## config.mk

```make
export PLATFORM = sky130hd
export DESIGN_NAME = step_dir_out
export DESIGN_NICKNAME = d
export VERILOG_FILES = /design/src/rtl/step_dir_pkg.sv /design/src/rtl/phase_timer.sv /design/src/rtl/step_dir_out.sv
export SDC_FILE = /design/constraint.sdc
export NUM_CORES = 1
export LEC_CHECK = 0
export ABC_AREA = 0
export BUFFER_PORTS_ARGS = -buffer_cell sky130_fd_sc_hd__buf_2
export CORE_ASPECT_RATIO = 0.5
export CORE_MARGIN = 5
export CORE_UTILIZATION = 35
export CTS_CLUSTER_SIZE = 12
export DETAILED_ROUTE_END_ITERATION = 7
export GPL_TIMING_DRIVEN = 0
export SLEW_MARGIN = 20
export SYNTH_ARGS = -nofsm -noshare
export SYNTH_HDL_FRONTEND = slang
export SYNTH_SLANG_ARGS = --single-unit
```

## constraint.sdc

```tcl
create_clock -name clk -period 3.9 [get_ports clk]
set_input_delay 0.195 -clock clk [delete_from_list [all_inputs] [get_ports clk]]
set_output_delay 0.195 -clock clk [all_outputs]
set_load 0.01 [all_outputs]
```

## src/rtl/step_dir_pkg.sv

```systemverilog
// Shared definitions for the STEP/DIR output shaper: state encoding and default timing width.
package step_dir_pkg;

    localparam int TW_DEFAULT = 16;

    typedef enum logic [1:0] {
        S_IDLE  = 2'd0,
        S_SETUP = 2'd1,
        S_HIGH  = 2'd2,
        S_LOW   = 2'd3
    } state_t;

endpackage

```

## src/rtl/phase_timer.sv

```systemverilog
// Phase counter: loads 1 on phase entry, counts up, and reports done once count >= live T.
// A count that starts at 1 makes T=0 and T=1 both give a one-cycle phase.
module phase_timer #(
    parameter int TW = 16
) (
    input  logic          clk,
    input  logic          reset,
    input  logic          load,
    input  logic          run,
    input  logic [TW-1:0] t,
    output logic          done
);

    logic [TW-1:0] cnt_q, cnt_d;

    assign done = (cnt_q >= t);

    always_comb begin
        cnt_d = cnt_q;
        if (load) begin
            cnt_d = TW'(1);
        end else if (!run) begin
            cnt_d = '0;
        end else if (!done) begin
            cnt_d = cnt_q + TW'(1);
        end
    end

    always_ff @(posedge clk or negedge reset) begin
        if (!reset) begin
            cnt_q <= '0;
        end else begin
            cnt_q <= cnt_d;
        end
    end

endmodule

```

## src/rtl/step_dir_out.sv

```systemverilog
// STEP/DIR pulse shaper enforcing DIR setup, STEP high and STEP low times (in clock cycles).
// Define STEP_DIR_OUT_QUEUE_EN to buffer one request while busy; otherwise busy requests drop.
module step_dir_out
    import step_dir_pkg::*;
#(
    parameter int TW = TW_DEFAULT
) (
    input  logic          clk,
    input  logic          reset,
    input  logic          stb,
    input  logic          dir,
    input  logic [TW-1:0] t_dir_setup,
    input  logic [TW-1:0] t_high,
    input  logic [TW-1:0] t_low,
    input  logic          clear_overrun,
    output logic          step,
    output logic          dir_out,
    output logic          busy,
    output logic          overrun
);

    state_t        state_q, state_d;
    logic          step_q, step_d;
    logic          dir_out_q, dir_out_d;
    logic          overrun_q, overrun_d;
    logic          load, run, phase_done;
    logic          start_req, start_dir, stb_taken, drop;
    logic [TW-1:0] t_sel;
`ifdef STEP_DIR_OUT_QUEUE_EN
    logic          pend_q, pend_d;
    logic          pend_dir_q, pend_dir_d;
`endif

    always_comb begin
        case (state_q)
            S_SETUP: t_sel = t_dir_setup;
            S_HIGH:  t_sel = t_high;
            default: t_sel = t_low;
        endcase
    end

    phase_timer #(.TW(TW)) u_timer (
        .clk   (clk),
        .reset (reset),
        .load  (load),
        .run   (run),
        .t     (t_sel),
        .done  (phase_done)
    );

    always_comb begin
        state_d    = state_q;
        step_d     = step_q;
        dir_out_d  = dir_out_q;
        overrun_d  = overrun_q;
        load       = 1'b0;
        start_req  = 1'b0;
        start_dir  = dir;
        stb_taken  = 1'b0;
        drop       = 1'b0;
`ifdef STEP_DIR_OUT_QUEUE_EN
        pend_d     = pend_q;
        pend_dir_d = pend_dir_q;
`endif
        case (state_q)
            S_IDLE: begin
                if (stb) begin
                    start_req = 1'b1;
                    stb_taken = 1'b1;
                end
            end
            S_SETUP: begin
                if (phase_done) begin
                    step_d  = 1'b1;
                    state_d = S_HIGH;
                    load    = 1'b1;
                end
            end
            S_HIGH: begin
                if (phase_done) begin
                    step_d  = 1'b0;
                    state_d = S_LOW;
                    load    = 1'b1;
                end
            end
            default: begin
                // Low-time expiry is also a start opportunity, so back-to-back requests see no idle gap.
                if (phase_done) begin
`ifdef STEP_DIR_OUT_QUEUE_EN
                    if (pend_q) begin
                        start_req = 1'b1;
                        start_dir = pend_dir_q;
                        pend_d    = 1'b0;
                    end else
`endif
                    if (stb) begin
                        start_req = 1'b1;
                        stb_taken = 1'b1;
                    end else begin
                        state_d = S_IDLE;
                    end
                end
            end
        endcase

        if (start_req) begin
            load = 1'b1;
            if (start_dir != dir_out_q) begin
                dir_out_d = start_dir;
                state_d   = S_SETUP;
            end else begin
                step_d  = 1'b1;
                state_d = S_HIGH;
            end
        end

        if (stb && !stb_taken) begin
`ifdef STEP_DIR_OUT_QUEUE_EN
            if (!pend_d) begin
                pend_d     = 1'b1;
                pend_dir_d = dir;
            end else begin
                drop = 1'b1;
            end
`else
            drop = 1'b1;
`endif
        end

        if (drop) begin
            overrun_d = 1'b1;
        end else if (clear_overrun) begin
            overrun_d = 1'b0;
        end

        run = (state_d != S_IDLE);
    end

    always_ff @(posedge clk or negedge reset) begin
        if (!reset) begin
            state_q    <= S_IDLE;
            step_q     <= 1'b0;
            dir_out_q  <= 1'b0;
            overrun_q  <= 1'b0;
`ifdef STEP_DIR_OUT_QUEUE_EN
            pend_q     <= 1'b0;
            pend_dir_q <= 1'b0;
`endif
        end else begin
            state_q    <= state_d;
            step_q     <= step_d;
            dir_out_q  <= dir_out_d;
            overrun_q  <= overrun_d;
`ifdef STEP_DIR_OUT_QUEUE_EN
            pend_q     <= pend_d;
            pend_dir_q <= pend_dir_d;
`endif
        end
    end

    assign step    = step_q;
    assign dir_out = dir_out_q;
    assign overrun = overrun_q;
`ifdef STEP_DIR_OUT_QUEUE_EN
    assign busy    = (state_q != S_IDLE) || pend_q;
`else
    assign busy    = (state_q != S_IDLE);
`endif

endmodule
```

======== Word level (Yosys, flattened, before mapping) ========
Cells that the tools add are included.
Widths: inputs -> output; s select.
cells by class
  order comparisons ....................... 1
  mux-type cells .......................... 25
  add/sub/neg operators ................... 1
  reduce and logical (&&, ||, !) cells .... 8
  equal/unequal tests ..................... 4
operator list
  cell                   count
  $mux 16                3
  $pmux 16 s2            1
  $add 16x1->16 const B  1
  $ge 16x16->1           1
  $mux 1                 12
  $mux 2                 6
  $pmux 2 s3             1
  $reduce_bool 2->1      3
  $pmux 1 s2             2
  $ne 3x3->1 const B     1
  $eq 2x1->1 const B     1
  $eq 2x2->1 const B     1
  $logic_not 2->1        1
  $reduce_and 2->1       1
  $reduce_or 2->1        1
  $logic_and 1x1->1      1
  $logic_not 1->1        1
  $ne 1x1->1             1
word-level totals
  output and inout port bits .............. 4
  bits in registers ....................... 21
  bits of input ports ..................... 53

======== Depth between registers and ports, before layout ========
  word-level depth ........................ 9
  gate-level depth with buffers ........... 17
  gate-level depth less buffers ........... 13

======== By module ========
From an unflattened synthesis, not the netlist that was laid out.
unflattened totals
  cells, all modules ...................... 256
  area, all modules ....................... 2,078.2 um^2
by module, submodules not included
  module        cells an instance  times used  area an instance (um^2)  sequential area each (um^2)
  phase_timer   163                1           1,411.4                  400.4
  step_dir_out  93                 1           666.9                    125.1

======== Least setup slack after synthesis ========
Ideal clock, no wire load.
  kind .................................... reg2reg
  start ................................... register state_q[0]
  end ..................................... register u_timer.cnt_q[13]
  library setup time ...................... 69 ps
  cell stages (with the launch flop) ...... 16
  required time ........................... 3,831 ps
  arrival time ............................ 3,461 ps
  path slack .............................. 369 ps
  clock period less this slack ............ 3,531 ps
  cells stage by stage .................... dfrtp_1 > inv_1 > ha_1 > clkbuf_1 > buf_1 > a22oi_1 > a21oi_1 > ha_1 > nand2b_1 > a2111o_1 > nand3_2 > nand3_4 > mux2_4 > a221o_1 > buf_6 > nor2_2
on the way
  word-level cells in the longest chain between the ends .. 9
  elaborated cells on any way between the ends .. 21
RTL lines
  item                                             line                                    text
  from (decl)                                      step_dir_out.sv:22                      state_t state_q, state_d;
  from (signal assigned)                           step_dir_out.sv:150                     state_q <= state_d;
  $eq 2x2->1 / $eq 2x1->1 (equally long branches)  step_dir_out.sv:35, step_dir_out.sv:65
  $pmux 16 s2                                      step_dir_out.sv:35                      case (state_q)
  $ge 16x16->1                                     phase_timer.sv:16                       assign done = (cnt_q >= t);
  $mux 2 (tied with other cells)                   step_dir_out.sv:88                      if (phase_done) begin
  $pmux 2 s3 / $pmux 1 s2 (equally long branches)  step_dir_out.sv:65                      case (state_q)
  $mux 2                                           step_dir_out.sv:106                     if (start_req) begin
  $reduce_bool 2->1                                step_dir_out.sv:136                     run = (state_d != S_IDLE);
  $mux 16                                          phase_timer.sv:22                       end else if (!run) begin
  $mux 16                                          phase_timer.sv:20                       if (load) begin
  to (signal assigned)                             phase_timer.sv:33                       cnt_q <= cnt_d;
  to (decl)                                        phase_timer.sv:14                       logic [TW-1:0] cnt_q, cnt_d;
Several ways; a longest one is shown, not always the timed one.
A chain may end at the register's enable or synchronous reset.

======== Worst setup path after layout ========
  start ................................... register state_q[0]
  end ..................................... register u_timer.cnt_q[10]
Same word-level chain as after synthesis.

==> flow_summary_export.csv <==
group,metric,value,unit
run_status,status,"complete, no violations",
logic_synthesis,ys_warn_count,0,
floorplan,core-area,0.005045,mm^2
setup_path,r2r-end,"u_timer.cnt_q[10]$_DFFE_PN0P_",
global_route,overflow,0,
logic_synthesis,synth-seq-cells,21,
global_route,grt_pass1_wl,7.983,mm
setup_path,cp.buffers_inverters,4,
setup_path,reg2reg_slack,0.28,ns
logic_synthesis,synthDistinctLibCells,42,
worst_hold_path,hold_class,"in2reg",
logic_synthesis,synthSimpleGateAreaFrac,22.04,%
pwr,p_seq_share,21.4,%
floorplan,dieArea,0.006966,mm^2
sta,maxSlewHeadroom,68.05,%
finish,stdcell_count,350,
drt,drtAntennaViolNets,0,
sta,slew_violations,0,
placement,place.gp.congestion,0.8651,
finish,nets,356,
pwr,swShare,47.83,%
global_route,grt_max_degree,22,
logic_synthesis,yosys_most_used_dff,"dfrtp_1",
placement,placed_cells,348,
logic_synthesis,synth_edf_count,0,
logic_synthesis,synth_mux_area_share,1.949,%
setup_path,worstRegToRegCells,15,
setup_path,worst_path_largest_cell_delay,0.47,ns
clock_network,htreeDepth,1,
setup_path,cpMaxStageDelayCell,"dfrtp_1",
finish,fillers,510,
setup_path,setup.worst_path.end_class,"flip-flop",
logic_synthesis,synth-compound-area-share,21.57,%
sta,fin_worst_skew,0.001279,ns
floorplan,start_util,36.90,%
global_route,grt_pass1_vias,1820,
setup_path,path_cells,"inv_2, ha_4, clkbuf_2, nand2_1, o21ai_0, ha_1, a41o_1, a21oi_1, o221a_2, and3_1, buf_2, a31oi_1, a221o_2, buf_6, nor2_2",
finish,syn2layout_area_growth,24.87,%
clock_network,root_buffer,"clkbuf_8",
setup_path,worstPathRequired,4.09,ns
pwr,ir_worst_vdd,0.0002707,V
setup_path,r2r-start,"state_q[0]$_DFF_PN0_",
sta,setup_viol,0,
drt,drt_iter0_drc,64,
sta,final_hold_viol_count,0,
drt,routed_wirelength,5.025,mm
setup_path,critPathKind,"reg2reg",
pwr,combPwrFrac,68.6,%
drt,wire_per_inst,14.36,um
global_route,grt_use_total,14.20,%
logic_synthesis,synth-xor-area-share,7.056,%
sta,fmax,0.2761,GHz
clock_network,clk_path_buf_depth,2,
setup_path,critPathLaunch,"state_q[0]$_DFF_PN0_",
sta,rsz0062_at_grt,"no",
floorplan,die_x,113.1,um
clock_network,cts_tree,"done",
sta,period_share,92.88,%
floorplan,die_h,61.57,um
setup_path,start_kind,"flip-flop",
sta,worst_slack,0.2776,ns
setup_path,arrival,3.82,ns
clock_network,clock_latency,0.26,ns
finish,layout-drive-gt1-share,32.14,%
sta,min_period,3.622,ns
clock_network,cts.sinks,21,
logic_synthesis,yosysSeqAreaShare,28.23,%
logic_synthesis,synth_fp_nets,297,
floorplan,ioPinCount,57,
pwr,leakagePower,0.001083,uW
drt,post-route-drc-count,0,
finish,multi_input_area,0.001296,mm^2
setup_path,cp_num_cells,15,
drt,via_per_inst,5.280,
logic_synthesis,netlist_area,0.001862,mm^2
pwr,p_clk_share,10.0,%
floorplan,row_count,18,
clock_network,cts_buffers,3,
job,cap_violations,0,
logic_synthesis,synthAdderAreaFrac,14.78,%
pwr,internal_power,728.9,uW
placement,port_buffers,56,
setup_path,crit_family,"compound AO/OA/AOI/OAI gates",
sta,tightestPinTransition,0.4792,ns
clock_network,path_clk_slew,0.07,ns
logic_synthesis,netlist_instances,222,
placement,dp_hpwl,4.068,mm
logic_synthesis,synth_top_family_by_area,"simple AND/OR/NAND/NOR gates",
setup_path,endpoint,"u_timer.cnt_q[10]$_DFFE_PN0P_",
logic_synthesis,avgSynthCellArea,8.386,um^2
global_route,antenna_found_initial,0,
finish,num_antenna_cells,0,
finish,seqCellArea,526.8,um^2
setup_path,cp_max_fo,10,
drt,dr.pass1.iters,4,
pwr,switchingPower,668.3,uW
pwr,p_per_area,601.0,mW/mm^2
clock_network,post_cts_buffers,0,
drt,num_vias,1848,
logic_synthesis,async_flop_share,100.0,%
placement,dp_slack,-0.3783,ns
flip-flops by register name, indices dropped and copies added (netlist names):
name and flops:
dir_out 1, overrun 1, state_q 2, step 1, u_timer.cnt_q 16
placed cells by master, fill, tap and decap left out, types with 4 or more instances in the layout:
| master | n |
|---|---|
| nor2_2 | 11 |
| inv_1 | 7 |
| nand4_1 | 7 |
| nand2_1 | 25 |
| buf_2 | 60 |
| o21ai_0 | 18 |
| a22oi_1 | 17 |
| nand3_1 | 8 |
| a21oi_1 | 10 |
| xor2_1 | 11 |
| nor2_1 | 12 |
| dfrtp_1 | 20 |
| xnor2_1 | 4 |
| ha_1 | 19 |
synthesized netlist by cell type (2+ instances only):
| cell | count | area [um^2] |
|---|---|---|
| xor2_1 | 11 | 96.34 |
| nor3_1 | 3 | 15.01 |
| a211oi_1 | 2 | 15.01 |
| buf_2 | 2 | 10.01 |
| buf_1 | 2 | 7.510 |
| xnor2_1 | 4 | 35.03 |
| and3_1 | 3 | 18.77 |
| dfrtp_1 | 21 | 525.5 |
| a22oi_1 | 17 | 127.6 |
| nor2_1 | 13 | 48.80 |
| ha_1 | 22 | 275.3 |
| nand2b_1 | 2 | 12.51 |
| a21oi_1 | 10 | 50.05 |
| nand3_1 | 8 | 40.04 |
| nand4_1 | 7 | 43.79 |
| o21ai_0 | 18 | 90.09 |
| nor2_2 | 10 | 62.56 |
| o21ai_1 | 2 | 10.01 |
| a31oi_1 | 3 | 18.77 |
| inv_1 | 8 | 30.03 |
| o22ai_1 | 3 | 18.77 |
| clkbuf_1 | 6 | 22.52 |
| nor4_1 | 2 | 12.51 |
| nand2_1 | 25 | 93.84 |
cell families after synthesis:
family          count (synthesis)
compound gates                 62
simple gates                   80
mux                             3
fa+ha+maj                      22
xor+xnor                       15
flops                          21
buf+inv                        19
how the worst min path moves through the flow:
| stage | end | depth (start not counted) | slack (ns) | from |
|---|---|---|---|---|
| after detailed placement | u_timer.cnt_q[9]$_DFFE_PN0P_ | 1 | 0.18 | reset |
| after CTS | overrun$_DFFE_PN0P_ | 2 | 0.12 | clear_overrun |
| final | overrun$_DFFE_PN0P_ | 2 | 0.13 | clear_overrun |
| after global placement | u_timer.cnt_q[9]$_DFFE_PN0P_ | 1 | 0.17 | reset |
| after floorplan | dir_out$_DFFE_PN0P_ | 0 | -0.10 | reset |
| after global routing | overrun$_DFFE_PN0P_ | 2 | 0.12 | clear_overrun |
worst register-to-register path: stages (launching register included):
cell	delay (ns)
dfrtp_1	0.47
inv_2	0.13
ha_4	0.34
clkbuf_2	0.23
nand2_1	0.07
o21ai_0	0.09
ha_1	0.29
a41o_1	0.25
a21oi_1	0.15
o221a_2	0.27
and3_1	0.16
buf_2	0.20
a31oi_1	0.17
a221o_2	0.44
buf_6	0.18
nor2_2	0.11
power groups by stage:
stage                     registers [uW]  clock network (uW)  logic [uW]
final                                299                 140         958
after global routing                 304                 155        1100
after CTS                            295                 146         925
after detailed placement             297                   0         903
after global placement               295                   0         877
after floorplan                      295                   0         671
layer usage:
layer	vias to the layer above	global-route usage [%]	share of wire (%)	wire, um
met4	0	2.911	0.82	41
li1	938	-	-	-
met5	-	0	0	0
met2	33	25.17	47	2376
met3	4	2.552	3.2	161
met1	873	18.65	49	2445
stage by stage:
| step | hold WS [ns] | utilization, % | setup TNS (ns) | total power [uW] | instance area (um^2) |
|---|---|---|---|---|---|
| global route | 0.1226 | 46.08 | 0 | 1559 | 2325 |
| finish | 0.1283 | 46.08 | 0 | 1397 | 2325 |
| detailed placement | 0.1794 | 44.20 | -4.972 | 1201 | 2230 |
| floorplan | -0.1006 | - | 0 | 966.1 | 1862 |
| CTS | 0.1220 | 45.29 | 0 | 1365 | 2285 |
| global placement | 0.1705 | 44.20 | -3.668 | 1173 | 2230 |
repair_timing:
action | 4_1_cts | 5_1_grt
hold endpoints to repair | 21 | 0
hold buffers | 1 | 0
endpoints found under the setup margin | 17 | 17
gates resized for setup | 7 | 10
cell type report:
type	count	area share [%]
tap	70	3.767
buffer	8	2.099
timing repair buffer	57	12.49
multi-input combinational	182	55.76
inverter	8	1.292
clock buffer	4	1.938
sequential	21	22.66
No activity file was read; power rests on OpenSTA's default activity.
